--- src/rtl/ls_issue_queue.sv ---
// ---------------------------------------------------------------------------
// ls_issue_queue
//
// In-order load/store issue queue between dispatch and the memory/LSQ stage.
// It holds up to DEPTH memory instructions in program order in a circular
// buffer, captures source-operand wakeups from the CDB (with a bypass for a
// broadcast that lands in the dispatch cycle), and issues the head once both
// operands are ready and the downstream stage accepts it. Entries squashed by
// branch recovery stay in place as dead entries and drain silently, one per
// cycle, when they reach the head. flush_all empties the queue.
//
// Ports
//   clk, rst            clock; asynchronous active-low reset
//   dispatch ... immed  dispatch request and the instruction's fields
//   stall_hazard        global stall (blocks write, issue and drop)
//   recover/rob_num_rec squash entries whose ROB index matches
//   flush_all           empty the queue (highest priority)
//   complete, RegDest_compl, p_rd_compl   CDB broadcast
//   issue_ready         downstream accepts an issue this cycle
//   issue               head issued this cycle
//   p_rs_out ... mem_wen_out   head fields (combinational from head slot)
//   count, full, empty  occupancy status
// ---------------------------------------------------------------------------
module ls_issue_queue #(
   parameter int DEPTH  = 8,
   parameter int PREG_W = 6,
   parameter int ROB_W  = 4,
   parameter int IMM_W  = 16,
   parameter int CNT_W  = $clog2(DEPTH + 1)
) (
   input  logic              clk,
   input  logic              rst,
   input  logic              dispatch,
   input  logic [ROB_W-1:0]  rob_num_dp,
   input  logic [PREG_W-1:0] p_rd_new,
   input  logic [PREG_W-1:0] p_rs,
   input  logic [PREG_W-1:0] p_rt,
   input  logic              v_rs,
   input  logic              v_rt,
   input  logic              mem_ren,
   input  logic              mem_wen,
   input  logic [IMM_W-1:0]  immed,
   input  logic              stall_hazard,
   input  logic              recover,
   input  logic [ROB_W-1:0]  rob_num_rec,
   input  logic              flush_all,
   input  logic              complete,
   input  logic              RegDest_compl,
   input  logic [PREG_W-1:0] p_rd_compl,
   input  logic              issue_ready,
   output logic              issue,
   output logic [PREG_W-1:0] p_rs_out,
   output logic [PREG_W-1:0] p_rt_out,
   output logic [PREG_W-1:0] p_rd_out,
   output logic [IMM_W-1:0]  immed_out,
   output logic              RegDest_out,
   output logic              mem_ren_out,
   output logic              mem_wen_out,
   output logic [CNT_W-1:0]  count,
   output logic              full,
   output logic              empty
);

   localparam int PTR_W = $clog2(DEPTH);

   // Entry storage
   logic              valid_reg [DEPTH];
   logic              ren_reg   [DEPTH];
   logic              wen_reg   [DEPTH];
   logic [ROB_W-1:0]  rob_reg   [DEPTH];
   logic [PREG_W-1:0] prd_reg   [DEPTH];
   logic [PREG_W-1:0] prs_reg   [DEPTH];
   logic              vrs_reg   [DEPTH];
   logic [PREG_W-1:0] prt_reg   [DEPTH];
   logic              vrt_reg   [DEPTH];
   logic [IMM_W-1:0]  imm_reg   [DEPTH];

   logic              valid_next [DEPTH];
   logic              ren_next   [DEPTH];
   logic              wen_next   [DEPTH];
   logic [ROB_W-1:0]  rob_next   [DEPTH];
   logic [PREG_W-1:0] prd_next   [DEPTH];
   logic [PREG_W-1:0] prs_next   [DEPTH];
   logic              vrs_next   [DEPTH];
   logic [PREG_W-1:0] prt_next   [DEPTH];
   logic              vrt_next   [DEPTH];
   logic [IMM_W-1:0]  imm_next   [DEPTH];

   logic [PTR_W-1:0] head_reg, tail_reg;
   logic [CNT_W-1:0] count_reg;

   logic write, pop, drop, cdb_hit;
   logic head_valid, head_ren, head_wen, head_live, head_dead;

   assign full    = (count_reg == CNT_W'(DEPTH));
   assign empty   = (count_reg == '0);
   assign count   = count_reg;

   assign cdb_hit = complete & RegDest_compl;
   assign write   = dispatch & (mem_ren | mem_wen) & ~full & ~stall_hazard
                    & ~recover & ~flush_all;

   assign head_valid = valid_reg[head_reg];
   assign head_ren   = ren_reg[head_reg];
   assign head_wen   = wen_reg[head_reg];
   assign head_live  = head_valid & (head_ren | head_wen)
                       & vrs_reg[head_reg] & vrt_reg[head_reg];
   // A squashed entry keeps its slot (valid with no type) until it reaches
   // the head; it is then popped without being presented as an issue.
   assign head_dead  = head_valid & ~head_ren & ~head_wen;

   assign issue = head_live & issue_ready & ~stall_hazard & ~recover & ~flush_all;
   assign drop  = head_dead & ~stall_hazard & ~flush_all;
   assign pop   = issue | drop;

   assign p_rs_out    = prs_reg[head_reg];
   assign p_rt_out    = prt_reg[head_reg];
   assign p_rd_out    = prd_reg[head_reg];
   assign immed_out   = imm_reg[head_reg];
   assign RegDest_out = head_ren;
   assign mem_ren_out = head_ren;
   assign mem_wen_out = head_wen;

   // Per-entry next-state. Write and pop never hit the same slot: that would
   // need head==tail with a valid head (full), and write is blocked when full.
   genvar gi;
   generate
      for (gi = 0; gi < DEPTH; gi++) begin : g_entry
         logic wr_here, pop_here, wake_rs, wake_rt, squash_here;

         assign wr_here     = write & (tail_reg == PTR_W'(gi));
         assign pop_here    = pop & (head_reg == PTR_W'(gi));
         assign wake_rs     = cdb_hit & valid_reg[gi] & (prs_reg[gi] == p_rd_compl);
         assign wake_rt     = cdb_hit & valid_reg[gi] & (prt_reg[gi] == p_rd_compl);
         assign squash_here = recover & valid_reg[gi] & (rob_reg[gi] == rob_num_rec);

         assign valid_next[gi] = flush_all ? 1'b0 :
                                 wr_here   ? 1'b1 :
                                 pop_here  ? 1'b0 : valid_reg[gi];
         assign ren_next[gi]   = wr_here ? mem_ren : (squash_here ? 1'b0 : ren_reg[gi]);
         assign wen_next[gi]   = wr_here ? mem_wen : (squash_here ? 1'b0 : wen_reg[gi]);
         assign rob_next[gi]   = wr_here ? rob_num_dp : rob_reg[gi];
         assign prd_next[gi]   = wr_here ? p_rd_new   : prd_reg[gi];
         assign prs_next[gi]   = wr_here ? p_rs       : prs_reg[gi];
         assign prt_next[gi]   = wr_here ? p_rt       : prt_reg[gi];
         assign imm_next[gi]   = wr_here ? immed      : imm_reg[gi];
         // Bypass: a broadcast in the dispatch cycle is captured directly.
         assign vrs_next[gi]   = wr_here ? (v_rs | (cdb_hit & (p_rs == p_rd_compl)))
                                         : (vrs_reg[gi] | wake_rs);
         assign vrt_next[gi]   = wr_here ? (v_rt | (cdb_hit & (p_rt == p_rd_compl)))
                                         : (vrt_reg[gi] | wake_rt);
      end
   endgenerate

   always_ff @(posedge clk or negedge rst) begin
      if (!rst) begin
         for (int i = 0; i < DEPTH; i++) begin
            valid_reg[i] <= 1'b0;
            ren_reg[i]   <= 1'b0;
            wen_reg[i]   <= 1'b0;
            rob_reg[i]   <= '0;
            prd_reg[i]   <= '0;
            prs_reg[i]   <= '0;
            vrs_reg[i]   <= 1'b0;
            prt_reg[i]   <= '0;
            vrt_reg[i]   <= 1'b0;
            imm_reg[i]   <= '0;
         end
      end else begin
         for (int i = 0; i < DEPTH; i++) begin
            valid_reg[i] <= valid_next[i];
            ren_reg[i]   <= ren_next[i];
            wen_reg[i]   <= wen_next[i];
            rob_reg[i]   <= rob_next[i];
            prd_reg[i]   <= prd_next[i];
            prs_reg[i]   <= prs_next[i];
            vrs_reg[i]   <= vrs_next[i];
            prt_reg[i]   <= prt_next[i];
            vrt_reg[i]   <= vrt_next[i];
            imm_reg[i]   <= imm_next[i];
         end
      end
   end

   // Pointers and occupancy; pointers wrap naturally since DEPTH is 2^PTR_W.
   always_ff @(posedge clk or negedge rst) begin
      if (!rst) begin
         head_reg  <= '0;
         tail_reg  <= '0;
         count_reg <= '0;
      end else if (flush_all) begin
         head_reg  <= '0;
         tail_reg  <= '0;
         count_reg <= '0;
      end else begin
         if (write) tail_reg <= tail_reg + PTR_W'(1);
         if (pop)   head_reg <= head_reg + PTR_W'(1);
         case ({write, pop})
            2'b10:   count_reg <= count_reg + CNT_W'(1);
            2'b01:   count_reg <= count_reg - CNT_W'(1);
            default: count_reg <= count_reg;
         endcase
      end
   end

endmodule

--- config.mk ---
export PLATFORM = sky130hd
export DESIGN_NAME = ls_issue_queue
export DESIGN_NICKNAME = d
export VERILOG_FILES = /design/src/rtl/ls_issue_queue.sv
export SDC_FILE = /design/constraint.sdc
export NUM_CORES = 1
export LEC_CHECK = 0
export CORE_MARGIN = 2
export CORE_UTILIZATION = 35
export CTS_BUF_LIST = sky130_fd_sc_hd__clkbuf_4 sky130_fd_sc_hd__clkbuf_8
export CTS_CLUSTER_DIAMETER = 200
export DETAILED_ROUTE_END_ITERATION = 6
export PLACE_DENSITY_LB_ADDON = 0.2
export SLEW_MARGIN = 10
export SYNTH_ARGS = -nofsm -noshare
export SYNTH_HDL_FRONTEND = slang
export SYNTH_SLANG_ARGS = --single-unit
export TNS_END_PERCENT = 30
--- constraint.sdc ---
create_clock -name clk -period 3.8 [get_ports clk]
set_input_delay 0.57 -clock clk [delete_from_list [all_inputs] [get_ports clk]]
set_output_delay 0.57 -clock clk [all_outputs]
set_load 0.05 [all_outputs]
==> impl_results.rst, run 1 <==
.. list-table::
   :header-rows: 1

   * - Metric
     - Value
   * - Worst hold slack
     - 0.468 ns
   * - Share of cell area taken by muxes after synthesis
     - 0.240
   * - Fmax achieved
     - around 280 MHz
   * - Number of levels the H-tree was split into
     - 3
   * - Global-route wire length before repair
     - 78.1 mm
   * - Area used by sequential logic in the layout
     - 8870 sq um
   * - List of most frequent post-synthesis cells
     - nand2_1 (358), dfrtp_1 (354), mux2_2 (169)
   * - Yosys cell types
     - 59
   * - Vias in the first global route
     - 12.8k
   * - Cells traversed along the worst timing path
     - buf_4 > buf_4 > mux4_2 > nand2_1 > nand2_1 > dlygate4sd2_1
   * - Filler cells
     - 4799
   * - Pre-antenna DRT Iters
     - 5
   * - DR vias/cell
     - 5.13
   * - Register-to-Register Setup Slack
     - 0.40 ns
   * - Total negative slack
     - 0 ns
   * - HPWL after detailed placement
     - about 31 mm
   * - Die span in x
     - 230 um
   * - Origin of the critical flop-to-flop path
     - head_reg[1]$_DFFE_PN0P_
   * - Portion of synthesized cell area occupied by the leading cell type
     - 0.495
   * - Cell with the most instances after synthesis
     - nand2_1
   * - R2r worst-path depth
     - 11
   * - Clock buffer count from CTS
     - 68
   * - Number of failing setup endpoints in the final timing report
     - 0
   * - Endpoint class of the critical path
     - output port
   * - Maximum number of pins on one net before global-route repair
     - 78
   * - Number of enable flip-flop cells after synthesis
     - 0
   * - Total Power
     - 0.00977 W
   * - Area contributors post-synth
     - dfrtp_1 (50%), mux2_2 (11%), mux4_2 (9.1%)
   * - Final Cycle Share
     - 0.945
   * - Number of antenna violations at the first check in global routing
     - 1
   * - Final #Nets
     - 1689
   * - Simple logic cell fraction of the synthesized area
     - 0.119
   * - Number of synthesis warnings
     - 0
   * - Xor and xnor fraction of the mapped netlist area
     - 0.0700
   * - Post-synth net total
     - 1580
   * - Number of standard-cell rows in the floorplan
     - 82
   * - Area of the core
     - 50300 sq um
   * - Cell family with the largest share of critical-path delay
     - buffers and inverters
   * - Buffer count from post-CTS setup fixing
     - 0
   * - Port buffer count
     - between 100 and 150
   * - Post-Syn Area per Cell
     - between 10 and 15 sq um
   * - Fraction of the mapped netlist area in adder cells
     - 0.0109
   * - Initial DRC Count
     - 715
   * - Slew @ Worst Pin
     - 0.862 ns
   * - Slowest cell on the critical path
     - mux4_2
   * - Top FF cell, synth
     - dfrtp_1
   * - Residual antenna-violating net count after detailed routing
     - 0
   * - Clock tree from TritonCTS
     - built
   * - Cell type contributing the most total cell area after synthesis
     - dfrtp_1
   * - Crit path DAT
     - 3.02 ns
   * - Skew final
     - around 0.04 ns
   * - Critical path origin
     - head_reg[0]$_DFFE_PN0P_
   * - Peak supply drop
     - 0.232 mV
   * - Static leakage
     - 10.3 nW
   * - Initial cell density of the core
     - 0.356
   * - Max-capacitance violation count
     - 0
   * - Global placement routability congestion
     - around 0.8
   * - Area grow syn2layout
     - 18.0%
   * - Worst hold path type
     - input port to async pin
   * - Io pins
     - between 100 and 150
   * - Final wirelength
     - 49.7 mm
   * - Via count of the routed design
     - 12.0k
   * - Area of the mapped netlist
     - 17900 sq um
   * - P per Cell Area
     - ~460 nW/um^2
   * - Total number of clock tree sinks
     - 354
   * - Root buffer selected by CTS
     - clkbuf_8
   * - Count of cell instances traversed by the critical path
     - 6
   * - Startpoint type of the worst setup path
     - flip-flop
   * - Share of final-layout standard cells stronger than drive strength 1
     - 0.263
   * - Maximum net fanout on the critical path
     - 12
   * - Main combinational cell family by area after synthesis
     - multiplexers
   * - Final Max Slew Viols
     - 0
   * - Delay of the slowest cell on the worst path
     - between 0.5 and 0.6 ns
   * - Area occupied by multi-input gates
     - 8420 sq um
   * - Total overflow reported by the global router
     - 0
   * - Clock transition at the register clock pins on the worst setup and hold paths after CTS
     - 0.06 ns
   * - Die area
     - 53000 sq um
   * - Final hold viol count
     - 0
   * - Setup repair after global routing missed its margin
     - no
   * - Worst max-slew margin expressed relative to the limit
     - 0.426
   * - Final min period
     - 3.59 ns
   * - Number of buffers and inverters on the critical path
     - 3
   * - Post-synthesis cell count
     - 1504
   * - Async set or reset register ratio after synthesis
     - 1.00
   * - Final routed wire length divided by cell count
     - 21.3 um
   * - Type of the worst setup path
     - flip-flop to output port
   * - Sequential cell area fraction in the yosys report
     - 0.495
   * - Number of flip-flops under the largest register name
     - 128
   * - Critical Path RT
     - around 3.2 ns
   * - Die height
     - 230 um
   * - DRC errors left
     - 0
   * - Global-route usage over all layers
     - 0.192
   * - Post-synthesis register bit count
     - 354
   * - Buffer depth of the longest clock path
     - 3
   * - Share of the synthesized area in compound gates (AO/OA/AOI/OAI)
     - 0.0297
   * - Clock latency on the worst-skew pair
     - 0.65 ns
   * - Run status
     - finished, final reports clean
power by group:
part | switching [W] | leakage (nW) | total, W | internal, W
clock | 0.00168 | 0.779 | 0.00403 | 0.00235
sequential | 0.000162 | 4.85 | 0.00415 | 0.00399
combinational | 0.000983 | 4.62 | 0.00159 | 0.000602
metrics by stage:
stage	cells	setup WS [ns]	utilization	area, sq um
2_1_floorplan	1504	0.367	-	17900
5_1_grt	2334	0.0183	0.420	21100
3_3_place_gp	2214	0.386	0.391	19700
4_1_cts	2334	0.0880	0.420	21100
3_5_place_dp	2214	0.318	0.391	19700
6_report	2335	0.210	0.420	21100
cell type report:
cell class                      count  area share
Sequential cell                   354       0.420
Timing Repair Buffer              146      0.0694
Clock buffer                      109      0.0645
Antenna cell                        1    0.000119
Multi-Input combinational cell   1030       0.399
Tap cell                          672      0.0398
Inverter                           13     0.00231
Clock inverter                     10     0.00504
path summary, 6_finish.rpt:
path,end
worst min-delay path,ren_reg[2]$_DFFE_PN0P_
worst max register to register,count[3]$_DFFE_PN0P_
min in group clk,imm_reg[89]$_DFFE_PN0P_
worst max-delay path,immed_out[13]
max in group asynchronous,prs_reg[30]$_DFFE_PN0P_
worst min register to register,imm_reg[89]$_DFFE_PN0P_
worst reg2reg max path, cell delays in order, from the launching register on:
cell and delay, ns:
dfrtp_4 0.45, clkinv_1 0.27, nor4_1 0.60, a211o_1 0.17, a41oi_1 0.16, nor3_2 0.53
ha_1 0.35, a21o_1 0.17, a21o_1 0.20, nor3b_1 0.21, mux2i_1 0.10, nand3_1 0.11
routing by layer:
| metal | up-vias | global-route usage | wire length, um |
|---|---|---|---|
| met3 | 60 | 0.0357 | 1890 |
| li1 | 5441 | - | - |
| met5 | - | 0 | 0 |
| met4 | 0 | 0.0605 | 961 |
| met1 | 6226 | 0.262 | 23300 |
| met2 | 249 | 0.311 | 23600 |
layout by cell type (no fill, tap or decap), types with 4 or more instances in the layout:
cell type / n
nand3_1: 26
a22o_1: 4
nand4_1: 7
a21oi_1: 25
nand2_2: 4
inv_1: 10
nand2_1: 357
buf_4: 36
clkdlybuf4s50_1: 69
and3_1: 6
clkbuf_8: 87
nor3_1: 20
mux2_1: 59
nand3b_1: 6
mux2_2: 169
mux4_2: 72
xnor2_1: 54
xor2_1: 89
o21ai_0: 20
clkbuf_4: 22
ha_1: 14
nor2_1: 19
nor4_1: 23
buf_12: 12
dfrtp_1: 351
dlygate4sd2_1: 26
what timing repair did:
item,in CTS,in global routing
resized for setup,27,1
hold buffers,1,0
pin swaps,0,0
setup endpoints to repair,27,1
endpoints found under the hold margin,71,0
cells by family (layout without fill, tap and decap cells):
family,count (synthesis),in the layout
AO/OA/AOI/OAI,76,76
XOR/XNOR,143,143
adder cells (fa/ha/maj),15,15
buffers and inverters,120,278
flip-flops,354,354
multiplexers,305,305
other,0,1
AND/OR/NAND/NOR,491,491
No activity file was read; power rests on OpenSTA's default activity.
==> run 2: changes to the inputs <==
HOLD_SLACK_MARGIN = 0.06   (was default)
==> results of run 2 <==
No change in the layout: final DEF, timing and power equal those of run 1.
